--- config.mk ---
export PLATFORM = sky130hd
export DESIGN_NAME = wb_master_bridge
export DESIGN_NICKNAME = d
export VERILOG_FILES = /design/src/rtl/wb_master_bridge_pkg.sv /design/src/rtl/wb_lane_align.sv /design/src/rtl/wb_master_bridge.sv
export SDC_FILE = /design/constraint.sdc
export NUM_CORES = 1
export LEC_CHECK = 0
export CAP_MARGIN = 10
export CORE_UTILIZATION = 65
export CTS_CLUSTER_SIZE = 14
export DETAILED_ROUTE_END_ITERATION = 10
export DONT_BUFFER_PORTS = 1
export GPL_ROUTABILITY_DRIVEN = 0
export PLACE_DENSITY_LB_ADDON = 0.05
export SETUP_SLACK_MARGIN = 0.3
export SLEW_MARGIN = 5
export SYNTH_ARGS = -nofsm -noshare
export SYNTH_HDL_FRONTEND = slang
export SYNTH_SLANG_ARGS = --single-unit
--- constraint.sdc ---
create_clock -name i_clk -period 4.5 [get_ports i_clk]
set_clock_uncertainty 0.1 [all_clocks]
set_input_delay 0.675 -clock i_clk [delete_from_list [all_inputs] [get_ports i_clk]]
set_output_delay 0.675 -clock i_clk [all_outputs]
set_load 0.01 [all_outputs]
--- src/rtl/wb_master_bridge_pkg.sv ---
// Shared Wishbone definitions: request size codes, bridge FSM states,
// bus widths and the alignment rule used when a request is accepted.
package wb_master_bridge_pkg;

    localparam int ADR_W  = 32;
    localparam int DATA_W = 32;
    localparam int SEL_W  = 4;
    localparam int CNT_W  = 16;

    typedef enum logic [1:0] {
        SZ_BYTE = 2'b00,
        SZ_HALF = 2'b01,
        SZ_WORD = 2'b10,
        SZ_ILL  = 2'b11
    } wb_size_e;

    typedef enum logic [1:0] {
        ST_IDLE = 2'b00,
        ST_BUS  = 2'b01,
        ST_RESP = 2'b10
    } bridge_state_e;

    // A request never reaches the bus if its size is illegal or its
    // address is not a multiple of the access size.
    function automatic logic is_misaligned(input wb_size_e size, input logic [1:0] adr_lo);
        logic bad;
        bad = 1'b1;
        case (size)
            SZ_BYTE: bad = 1'b0;
            SZ_HALF: bad = adr_lo[0];
            SZ_WORD: bad = |adr_lo;
            default: bad = 1'b1;
        endcase
        return bad;
    endfunction

endpackage

--- src/rtl/wb_lane_align.sv ---
// Byte-lane alignment between the core's right-aligned data and the
// 32-bit Wishbone data bus. The store side works on the incoming request so
// its results can be registered at acceptance; the load side works on the
// latched request and the slave's read data.
module wb_lane_align
    import wb_master_bridge_pkg::*;
(
    input  wb_size_e          wr_size,
    input  logic [1:0]        wr_adr,
    input  logic [DATA_W-1:0] wr_dat,
    output logic [SEL_W-1:0]  wr_sel,
    output logic [DATA_W-1:0] wr_rep,
    input  wb_size_e          rd_size,
    input  logic [1:0]        rd_adr,
    input  logic              rd_unsigned,
    input  logic [DATA_W-1:0] rd_raw,
    output logic [DATA_W-1:0] rd_ext
);

    logic signed [7:0]  rd_byte;
    logic signed [15:0] rd_half;

    // Lane select and write-data replication across all lanes the access may hit
    always_comb begin
        wr_sel = '0;
        wr_rep = '0;
        case (wr_size)
            SZ_BYTE: begin
                wr_sel = 4'b0001 << wr_adr;
                wr_rep = {4{wr_dat[7:0]}};
            end
            SZ_HALF: begin
                wr_sel = 4'b0011 << wr_adr;
                wr_rep = {2{wr_dat[15:0]}};
            end
            SZ_WORD: begin
                wr_sel = 4'b1111;
                wr_rep = wr_dat;
            end
            default: ;
        endcase
    end

    // Pick the addressed lane of the read data and extend it to 32 bits
    always_comb begin
        rd_byte = signed'(rd_raw[{rd_adr, 3'b000} +: 8]);
        rd_half = signed'(rd_raw[{rd_adr[1], 4'b0000} +: 16]);
        rd_ext  = '0;
        case (rd_size)
            SZ_BYTE: rd_ext = rd_unsigned ? {24'b0, rd_byte} : 32'(rd_byte);
            SZ_HALF: rd_ext = rd_unsigned ? {16'b0, rd_half} : 32'(rd_half);
            SZ_WORD: rd_ext = rd_raw;
            default: rd_ext = '0;
        endcase
    end

endmodule

--- src/rtl/wb_master_bridge.sv ---
// Core load/store request to single Wishbone classic cycle bridge.
// One transfer at a time: IDLE accepts, BUS runs the cycle with a timeout,
// RESP emits a one-cycle response and returns to IDLE.
module wb_master_bridge
    import wb_master_bridge_pkg::*;
#(
    parameter int TIMEOUT_CYC = 255
) (
    input  logic              i_clk,
    input  logic              i_rst_n,
    input  logic              i_req_vld,
    output logic              o_req_rdy,
    input  logic              i_req_we,
    input  logic [1:0]        i_req_size,
    input  logic              i_req_unsigned,
    input  logic [ADR_W-1:0]  i_req_adr,
    input  logic [DATA_W-1:0] i_req_dat,
    output logic              o_rsp_vld,
    output logic              o_rsp_err,
    output logic [DATA_W-1:0] o_rsp_dat,
    output logic              o_wbm_cyc,
    output logic              o_wbm_stb,
    output logic              o_wbm_we,
    output logic [SEL_W-1:0]  o_wbm_sel,
    output logic [ADR_W-1:0]  o_wbm_adr,
    output logic [DATA_W-1:0] o_wbm_dat,
    input  logic              i_wbs_ack,
    input  logic [DATA_W-1:0] i_wbs_dat
);

    // The counter value seen in the last allowed BUS cycle; the timeout
    // fires on the edge that ends that cycle.
    localparam logic [CNT_W-1:0] CNT_LAST = CNT_W'(TIMEOUT_CYC - 1);

    bridge_state_e     state;
    bridge_state_e     state_nxt;
    wb_size_e          req_size;
    wb_size_e          size_q;
    logic              unsigned_q;
    logic              we_q;
    logic              cyc;
    logic              accept;
    logic              bus_ack;
    logic              bus_timeout;
    logic              misalign;
    logic [CNT_W-1:0]  cnt;
    logic [SEL_W-1:0]  sel_in;
    logic [SEL_W-1:0]  sel_q;
    logic [DATA_W-1:0] rep_in;
    logic [DATA_W-1:0] wdat_q;
    logic [ADR_W-1:0]  adr_q;
    logic [DATA_W-1:0] rd_ext;
    logic              rsp_err;
    logic [DATA_W-1:0] rsp_dat;

    assign req_size = wb_size_e'(i_req_size);
    assign misalign = is_misaligned(req_size, i_req_adr[1:0]);

    wb_lane_align u_lane (
        .wr_size    (req_size),
        .wr_adr     (i_req_adr[1:0]),
        .wr_dat     (i_req_dat),
        .wr_sel     (sel_in),
        .wr_rep     (rep_in),
        .rd_size    (size_q),
        .rd_adr     (adr_q[1:0]),
        .rd_unsigned(unsigned_q),
        .rd_raw     (i_wbs_dat),
        .rd_ext     (rd_ext)
    );

    assign o_req_rdy = (state == ST_IDLE);
    assign o_rsp_vld = (state == ST_RESP);
    assign o_rsp_err = rsp_err;
    assign o_rsp_dat = rsp_dat;
    assign o_wbm_cyc = cyc;
    assign o_wbm_stb = cyc;
    assign o_wbm_we  = we_q;
    assign o_wbm_sel = sel_q;
    assign o_wbm_adr = adr_q;
    assign o_wbm_dat = wdat_q;

    // State register
    always_ff @(posedge i_clk or negedge i_rst_n) begin
        if (!i_rst_n) begin
            state <= ST_IDLE;
        end else begin
            state <= state_nxt;
        end
    end

    // Next-state decode; ack has priority over a coincident timeout
    always_comb begin
        state_nxt   = state;
        accept      = 1'b0;
        bus_ack     = 1'b0;
        bus_timeout = 1'b0;
        case (state)
            ST_IDLE: begin
                if (i_req_vld) begin
                    accept    = 1'b1;
                    state_nxt = misalign ? ST_RESP : ST_BUS;
                end
            end
            ST_BUS: begin
                if (i_wbs_ack) begin
                    bus_ack   = 1'b1;
                    state_nxt = ST_RESP;
                end else if (cnt == CNT_LAST) begin
                    bus_timeout = 1'b1;
                    state_nxt   = ST_RESP;
                end
            end
            ST_RESP: state_nxt = ST_IDLE;
            default: state_nxt = ST_IDLE;
        endcase
    end

    // Request latch, bus outputs, wait counter and response registers
    always_ff @(posedge i_clk or negedge i_rst_n) begin
        if (!i_rst_n) begin
            cyc        <= 1'b0;
            we_q       <= 1'b0;
            sel_q      <= '0;
            adr_q      <= '0;
            wdat_q     <= '0;
            size_q     <= SZ_BYTE;
            unsigned_q <= 1'b0;
            cnt        <= '0;
            rsp_err    <= 1'b0;
            rsp_dat    <= '0;
        end else begin
            if (accept) begin
                we_q       <= i_req_we;
                sel_q      <= sel_in;
                adr_q      <= i_req_adr;
                wdat_q     <= rep_in;
                size_q     <= req_size;
                unsigned_q <= i_req_unsigned;
                cnt        <= '0;
                cyc        <= ~misalign;
                rsp_err    <= misalign;
                rsp_dat    <= '0;
            end
            if (state == ST_BUS) begin
                cnt <= cnt + 1'b1;
            end
            if (bus_ack) begin
                cyc     <= 1'b0;
                rsp_err <= 1'b0;
                rsp_dat <= we_q ? '0 : rd_ext;
            end
            if (bus_timeout) begin
                cyc     <= 1'b0;
                rsp_err <= 1'b1;
                rsp_dat <= '0;
            end
            if (state == ST_RESP) begin
                rsp_err <= 1'b0;
                rsp_dat <= '0;
            end
        end
    end

endmodule

==> results of run 1 <==
==> cells by family (layout without fill, tap and decap cells) <==
| logic type | Yosys count | in the layout | share of synthesized area [%] |
|---|---|---|---|
| flip-flops | 124 | 124 | 51.6 |
| multiplexers | 23 | 23 | 4.45 |
| AND/OR/NAND/NOR | 266 | 266 | 19.4 |
| buffers and inverters | 54 | 45 | 4.16 |
| XOR/XNOR | 1 | 1 | 0.146 |
| adder cells (fa/ha/maj) | 2 | 2 | 0.416 |
| AO/OA/AOI/OAI | 167 | 167 | 19.9 |
==> cell type report <==
type	instances	area, µm²	area share [%]
multi-input combinational	459	2670	40.6
clock inverter	14	163	2.47
clock buffer	18	418	6.35
sequential	124	3100	47.2
timing repair buffer	5	57.6	0.875
tap	108	135	2.05
inverter	8	30.0	0.456
==> synthesized netlist by cell type (3+ instances only) <==
| cell | count |
|---|---|
| sky130_fd_sc_hd__nand2_1 | 165 |
| sky130_fd_sc_hd__dfrtp_1 | 124 |
| sky130_fd_sc_hd__o21ai_0 | 43 |
| sky130_fd_sc_hd__nor2_1 | 42 |
| sky130_fd_sc_hd__a21oi_1 | 30 |
| sky130_fd_sc_hd__o2bb2ai_1 | 30 |
| sky130_fd_sc_hd__clkbuf_1 | 20 |
| sky130_fd_sc_hd__a221oi_1 | 16 |
| sky130_fd_sc_hd__a2bb2oi_1 | 16 |
| sky130_fd_sc_hd__nand3_1 | 14 |
| sky130_fd_sc_hd__buf_2 | 11 |
| sky130_fd_sc_hd__mux2i_1 | 11 |
| sky130_fd_sc_hd__mux2_2 | 10 |
| sky130_fd_sc_hd__nand2b_1 | 8 |
| sky130_fd_sc_hd__buf_1 | 7 |
| sky130_fd_sc_hd__buf_4 | 7 |
| sky130_fd_sc_hd__inv_1 | 7 |
| sky130_fd_sc_hd__nor2b_1 | 7 |
| sky130_fd_sc_hd__a22oi_1 | 6 |
| sky130_fd_sc_hd__nand4_1 | 5 |
| sky130_fd_sc_hd__a21o_1 | 3 |
| sky130_fd_sc_hd__and3_1 | 3 |
| sky130_fd_sc_hd__nor4_1 | 3 |
| sky130_fd_sc_hd__o211ai_1 | 3 |
| sky130_fd_sc_hd__o41ai_1 | 3 |
| sky130_fd_sc_hd__or2_2 | 3 |
==> worst min path at each step <==
stage                     slack [ns]  endpoint  cells past startpoint    start
after detailed placement        0.28    cnt[7]                      0  i_rst_n
after CTS                       0.05    cnt[7]                      1  i_rst_n
after global placement          0.28    cnt[7]                      0  i_rst_n
final                          0.005    cnt[4]                      1  i_rst_n
after floorplan                 0.28    cnt[0]                      0  i_rst_n
after global routing            0.06    cnt[8]                      1  i_rst_n
==> worst register-to-register path: stages (launching register included) <==
cell and delay, ns:
sky130_fd_sc_hd__dfrtp_1 1.00, sky130_fd_sc_hd__mux2_2 0.47, sky130_fd_sc_hd__mux2i_4 0.50, sky130_fd_sc_hd__a2bb2oi_1 0.25, sky130_fd_sc_hd__o2bb2ai_1 0.09
==> power groups by stage <==
stage          Clock [µW]  Sequential (µW)  Combinational [µW]
5_1_grt              1400             1750                 862
3_3_place_gp            0             1730                 703
3_5_place_dp            0             1730                 742
4_1_cts              1340             1720                 771
2_1_floorplan           0             1620                 677
6_report             1340             1720                 772
==> state kept, by name (all words and copies together) (netlist names) <==
signal / count
o_rsp_dat: 32
o_wbm_adr: 32
o_wbm_dat: 32
cnt: 16
o_wbm_sel: 4
size_q: 2
state: 2
o_rsp_err: 1
o_wbm_cyc: 1
o_wbm_we: 1
unsigned_q: 1
==> through the flow <==
stage	hold slack, ns	std cells
after detailed placement	0.283	703
after floorplan	0.279	637
after global placement	0.282	703
final	0.00456	736
after global routing	0.0568	736
after CTS	0.0460	736
==> per-layer routing <==
layer | vias to the layer above | global-route usage [%]
met5 | - | 0
met4 | 0 | 11.8
met3 | 27 | 14.6
met2 | 247 | 52.7
met1 | 2316 | 40.2
li1 | 2211 | -
==> results, run 1 <==
- The post-route clock period utilization is 56.3%.
- After layout, the worst setup slack is 1.97 ns.
- The sum of net half-perimeters after detailed placement is 10.2 mm.
- The post-cts gate resize count is 0.
- The first global-routing pass estimated 24.5 mm of wire.
- Across the run, the number of max-cap violations was 0.
- The tightest slew margin relative to the limit is 32.9%.
- In this run the post-CTS setup repair buffer count came out at 0.
- The critical path in this run is classified as reg2reg.
- The worst IR drop on VDD is 0.292 mV.
- Ranked by total cell area, the synthesized netlist is headed by sky130_fd_sc_hd__dfrtp_1 52%, sky130_fd_sc_hd__nand2_1 10%, sky130_fd_sc_hd__o2bb2ai_1 4.4%.
- The average via count per standard cell is 6.52.
- Counting every net in the synthesized netlist gives 743.
- The sequential cell fraction of total power is 45.0%.
- The number of hold-repair buffers added at the cts stage is 1.
- The net count of the finished layout is 721.
- Global routing used 33.1% of the available tracks across all layers.
- The portion of the post-synthesis area used by sequential elements is 51.6%.
- The chip width is 98.2 µm.
- The die is 98.2 µm tall.
- sky130_fd_sc_hd__dfrtp_1 takes more of the synthesized area than any other cell.
- With fillers left out, the area of the finished cells amounts to 0.00658 mm².
- Input and output buffers added on the ports amount to 0.
- Across all layers, the routed design uses 4801 vias.
- The first detailed-routing pass ran for 11 iterations.
- The synthesized area per cell is 9.45 µm².
- The number of library cell types mapped by synthesis is 59.
- Setup repair after global routing left no endpoint under its margin.
- The transition time at the pin with the least slew margin is 1.01 ns.
- The placeable core area is 0.00885 mm².
- The floorplan has 34 rows.
- The endpoint identified for the worst register-to-register timing path is o_rsp_dat[23].
- Yosys mapped a number of flops with a built-in enable equal to 0.
- For this block, the initial DRC count from the detailed router was 299.
- After detailed routing, the average wire length per cell comes to 21.1 µm.
- The number of top-level design ports is 210.
- The worst register-to-register path begins at o_wbm_adr[1].
- The clock period could shrink to 2.53 ns.
- For flop-to-flop paths, the worst setup slack is 1.97 ns.
- The layout filler cell count is 627.
- The antenna cell count is 0.
- The power density relative to cell area is 582 mW/mm².
- For this block, the routed nets add up to 15.5 mm of wire.
- The synthesized instance count is 637.
- The run finished, with violations left.
- The clock network accounts for 34.9% of the total power.
- The most common library cell in the layout ignoring fill and taps is sky130_fd_sc_hd__nand2_1.
- The sum of negative setup slack is 0 ns.
- The number of global-route vias before repair is 4655.
- The setup slack at placement is 2.07 ns.
- The total cell area at the placement stage is 0.00597 mm².
- The maximum level of the CTS H-tree is 4.
- The cell class contributing the biggest share of worst-path delay is flip-flops.
- The internal power summed over all cells is 2480 µW.
- After synthesis, the share of flip-flops with an asynchronous set or reset is 100%.
- Combinational cells account for 20.2% of the total power.
- The checks that failed: design-rule violations.
- For this run, the leading register cell type out of synthesis is sky130_fd_sc_hd__dfrtp_1.
- TritonCTS built the clock tree.
- The highest metal layer carrying signal wires in the routed design is met4.
- The clock sink count is 124.
- In this run switching power makes up 35.3% of total power.
- The post-synthesis instance area is 0.00602 mm².
- The clock latency at the later pin of the worst-skew pair is 0.52 ns.
- The detailed-routing wirelength on met1 is 5.90 mm.
- The final max-slew violation count is 0.
- Along the worst path, the maximum fanout reaches 25.
- The maximum cell stage delay along the critical path is 1.00 ns.
- The slowest stage of the critical path is the sky130_fd_sc_hd__dfrtp_1 cell.
- Data on the critical path is required at its endpoint by 4.79 ns.
- The die area is 0.00965 mm².
- The share of layout cells above drive strength 1 is 9.71%.
- Clock tree synthesis inserted a total of 17 buffers.
- Global routing finished with a remaining overflow of 0.
- The library cells used most frequently in the layout, excluding fill and tap cells, are 164 x sky130_fd_sc_hd__nand2_1, 124 x sky130_fd_sc_hd__dfrtp_1, 43 x sky130_fd_sc_hd__o21ai_0, 42 x sky130_fd_sc_hd__nor2_1.
- The share of the core filled with cells is 74.3%.
- Synthesis inferred 124 register bits.
- For the worst flop-to-flop path, the logic depth is 4.
- In this run the number of cells on the critical path is 4.
- In this run the worst setup path terminates at o_rsp_dat[23].
- Setup violations remaining at the end of the flow were counted as 0.
- For this configuration, the core starts out at a cell density of 68.0%.
- The pin count of the biggest net entering global routing is 125.
- Data on the critical path arrives at its endpoint at 2.82 ns.
- The start point of the critical path is o_wbm_adr[1].
- The maximum clock rate is 0.395 GHz.
- Walking the worst path, the cells encountered are mux2_2 > mux2i_4 > a2bb2oi_1 > o2bb2ai_1.
- The fraction of synthesized cell area taken by the top area cell type is 51.6%.
- The count of nets left with antenna violations once routing finished came out at 0.
- After clock tree synthesis, the clock-pin slew on the worst setup and hold paths is 0.06 ns.
- The met3 wire length is 1.74 mm.
- The area growth from synthesis to layout is 9.34%.
- STA classifies the critical path startpoint as a flip-flop.
- The number of hold violations in the final report is 0.
- The analysis attributes to cell leakage a power of 0.00301 µW.
- In the routed design, unresolved DRC markers number 10.
- During synthesis, Yosys emitted a total of 0 warnings.
- The number of buffer and inverter instances along the worst setup path is 0.
- The net switching power is 1350 µW.
- The endpoint type of the worst setup path is a flip-flop.
- The min-delay analysis places its worst path in the category in2async.
- The cell sitting at the root of the clock tree is a sky130_fd_sc_hd__clkbuf_8.
- In the detailed route, the total length drawn on met2 is 7.61 mm.
- The number of antenna violations at the first check in global routing is 0.
- The longest clock path from root to sink contains 2 buffers.
- After layout, the design draws a total of 3830 µW.
Power figures use the tool's default switching activity.
==> inputs of run 2 (changes only) <==
--- a/config.mk
+++ b/config.mk
@@ -6,7 +6,7 @@
 export NUM_CORES = 1
 export LEC_CHECK = 0
 export CAP_MARGIN = 10
-export CORE_UTILIZATION = 65
+export CORE_UTILIZATION = 57
 export CTS_CLUSTER_SIZE = 14
 export DETAILED_ROUTE_END_ITERATION = 10
 export DONT_BUFFER_PORTS = 1
==> constraint.sdc (replaced) <==
create_clock -name i_clk -period 2.1 [get_ports i_clk]
set_clock_uncertainty 0.1 [all_clocks]
set_input_delay 0.315 -clock i_clk [delete_from_list [all_inputs] [get_ports i_clk]]
set_output_delay 0.315 -clock i_clk [all_outputs]
set_load 0.01 [all_outputs]
==> run 2 against run 1 <==
  * The run ends with negative hold slack left
  * Critical endpoint is now o_rsp_dat[14]
  * Routed wire length rose by 21%
  * Register-to-register slack worse by 1.7 ns
  * Sequential share of layout area fell by 8.1 points
  * Global-route usage up 1.0 points
  * Clock power is 120% higher
  * Hold slack got worse by 0.62 ns
  * Non-clock buffer count rose by 124
  * Combinational power increased to 2.9 times the previous value
==> results, run 2 (synthesized netlist as in run 1, its figures left out) <==
- The placeable core area is 0.0103 mm².
- Clock tree synthesis inserted a total of 17 buffers.
- The maximum clock rate is 0.557 GHz.
- The required time of the worst setup path is 2.40 ns.
- The final max-slew violation count is 0.
- The clock sink count is 124.
- Global routing consumed, on the met3 layer, 10.7% of the routing resources.
- STA puts the critical path data arrival time at 2.10 ns.
- Power spread over the standard cell area amounts to 1110 mW/mm².
- During placement, the flow inserted port buffers numbering 0.
- The most common library cell in the layout ignoring fill and taps is sky130_fd_sc_hd__nand2_1.
- The beginning of the worst register-to-register path is o_wbm_adr[1].
- The total length of routed wires is 18.7 mm.
- The sum of negative setup slack is 0 ns.
- The starting density of the core is 58.5%.
- The number of detailed-routing iterations run before antenna repair is 6.
- The top cell types in the final layout, fill and taps aside, are 164 x sky130_fd_sc_hd__nand2_1, 119 x sky130_fd_sc_hd__dfrtp_1, 97 x sky130_fd_sc_hd__dlygate4sd3_1, 43 x sky130_fd_sc_hd__o21ai_0, 41 x sky130_fd_sc_hd__nor2_1.
- The run finished, with violations left.
- The endpoint type of the worst setup path is a flip-flop.
- No sink is reached through more buffers than the 2 on the longest clock path.
- The number of failing setup endpoints in the final timing report is 0.
- The worst hold path belongs to the class in2async.
- The average via count per standard cell is 6.19.
- In this run the worst path has a maximum fanout of 8.
- The routed layout has 5492 vias.
- The post-route netlist has 13.6% of its cells at a drive strength greater than 1.
- The clock latency at the later pin of the worst-skew pair is 0.53 ns.
- During I/O placement, the number of pins put on the boundary was 210.
- Final hold analysis gives a worst-case slack of -0.618 ns.
- STA classifies the critical path startpoint as a flip-flop.
- CTS built an H-tree with a depth of 4.
- The worst setup path is of the reg2reg kind.
- VDD sags by at most 0.662 mV.
- The clock-pin slew reported for the worst setup and hold paths after clock tree synthesis is 0.06 ns.
- The root buffer cell is sky130_fd_sc_hd__clkbuf_8.
- The synthesis-to-finish area growth is 32.4%.
- In the global route stage, overall resource usage came out at 34.1%.
- The transition time at the pin with the least slew margin is 0.726 ns.
- The pin count of the biggest net entering global routing is 125.
- The most critical setup path has its startpoint at o_wbm_adr[1].
- The global-route layer with the greatest usage is met2.
- TritonCTS built the clock tree.
- The number of routed nets with antenna violations is 0.
- The global-route wire length before repair is 29.1 mm.
- Summing all flip-flop and latch instances after layout gives 0.00311 mm².
- After detailed routing, the average wire length per cell comes to 21.1 µm.
- The net count of the finished layout is 845.
- The multi-input combinational cells in the finished layout cover a total of 0.00277 mm².
- Counting I/O delays and the setup requirement, the final critical path takes 1.79 ns.
- The layout filler cell count is 681.
- After legalization and detailed placement, the total HPWL measured 10.8 mm.
- The leakage power total is 0.00360 µW.
- The number of global-route vias before repair came to 5522.
- The antenna cell count is 0.
- The die area is 0.0110 mm².
- After floorplanning, the core was divided into 37 placement rows.
- Setup repair after global routing could not meet its margin everywhere.
- In the global route stage, met1 resource usage came out at 41.2%.
- The vertical extent of the die is 105 µm.
- Summed over all layers, the global routing overflow is 0.
- Max-cap violations in this run came to 0.
- The tightest slew margin relative to the limit is 51.5%.
- The count of unresolved DRC violations after routing is 0.
- After the first detailed-routing iteration, the DRC count stood at 435.
- The number of hold violations in the final report was 124.
- The checks that failed: negative hold slack.
- Global routing consumed, on the met2 layer, 56.8% of the routing resources.
- The number of antenna violations at the first check in global routing is 0.
- The chip width is 105 µm.
- The post-route clock period utilization is 85.4%.
-- run 2: changes by cell type in the layout (fill, tap and decap cells not counted), sizes merged --
cell / change
clkbuf: +7
bufinv: +1
dlygate4sd3: +97
inv: -4
clkinvlp: -4
buf: +26
-- run 2: path summary, 6_finish.rpt --
path	endpoint	slack [ns]	cells after the start
worst min-delay path	cnt[4]	-0.62	0
worst max-delay path	o_rsp_dat[14]	0.31	4
min in group i_clk	o_wbm_sel[2]	0.02	3
worst min register to register	unsigned_q	0.39	2
worst max register to register	o_rsp_dat[14]	0.31	4
max in group asynchronous	state[0]	2.27	0
-- run 2: layout make-up --
cell class	instances	area share, %
sequential	124	39.0
multi-input combinational	459	34.8
timing repair buffer	129	16.1
clock buffer	24	6.16
tap	136	2.14
clock inverter	7	1.38
inverter	8	0.377
-- run 2: report_power, final --
group          total [µW]  internal, µW  switching (µW)
sequential           3600          2910             690
clock                3000          1950            1050
combinational        2250          1040            1220
-- run 2: metal layers --
layer  up-vias  share of wire, %
met5         -                 0
met4         0               3.1
met3        53               9.6
met2       301                50
met1      2692                38
li1       2446                 -
-- run 2: repair_timing --
item                                    in CTS  in global routing
hold buffers                                96                  1
hold endpoints to repair                   226                125
endpoints found under the setup margin      36                 37
pin swaps                                    5                  6
gates cloned                                 0                  1
resized for setup                           13                 14
buffers inserted                             3                  5
-- run 2: stage by stage --
| step | cells | util [%] | setup slack (ns) | power (µW) | cell area, µm² |
|---|---|---|---|---|---|
| finish | 887 | 77.5 | 0.306 | 8860 | 7970 |
| floorplan | 637 | - | 0.302 | 4920 | 6020 |
| global placement | 750 | 60.1 | 0.295 | 5380 | 6180 |
| global route | 887 | 77.5 | 0.263 | 9220 | 7970 |
| CTS | 880 | 76.2 | 0.294 | 8650 | 7830 |
| detailed placement | 750 | 60.1 | 0.189 | 5440 | 6180 |
-- run 2: critical path, cell delays in order (launching register included) --
cell,delay [ns]
sky130_fd_sc_hd__dfrtp_2,0.42
sky130_fd_sc_hd__mux4_2,0.52
sky130_fd_sc_hd__nor3b_4,0.20
sky130_fd_sc_hd__a221oi_1,0.30
sky130_fd_sc_hd__o2bb2ai_1,0.13
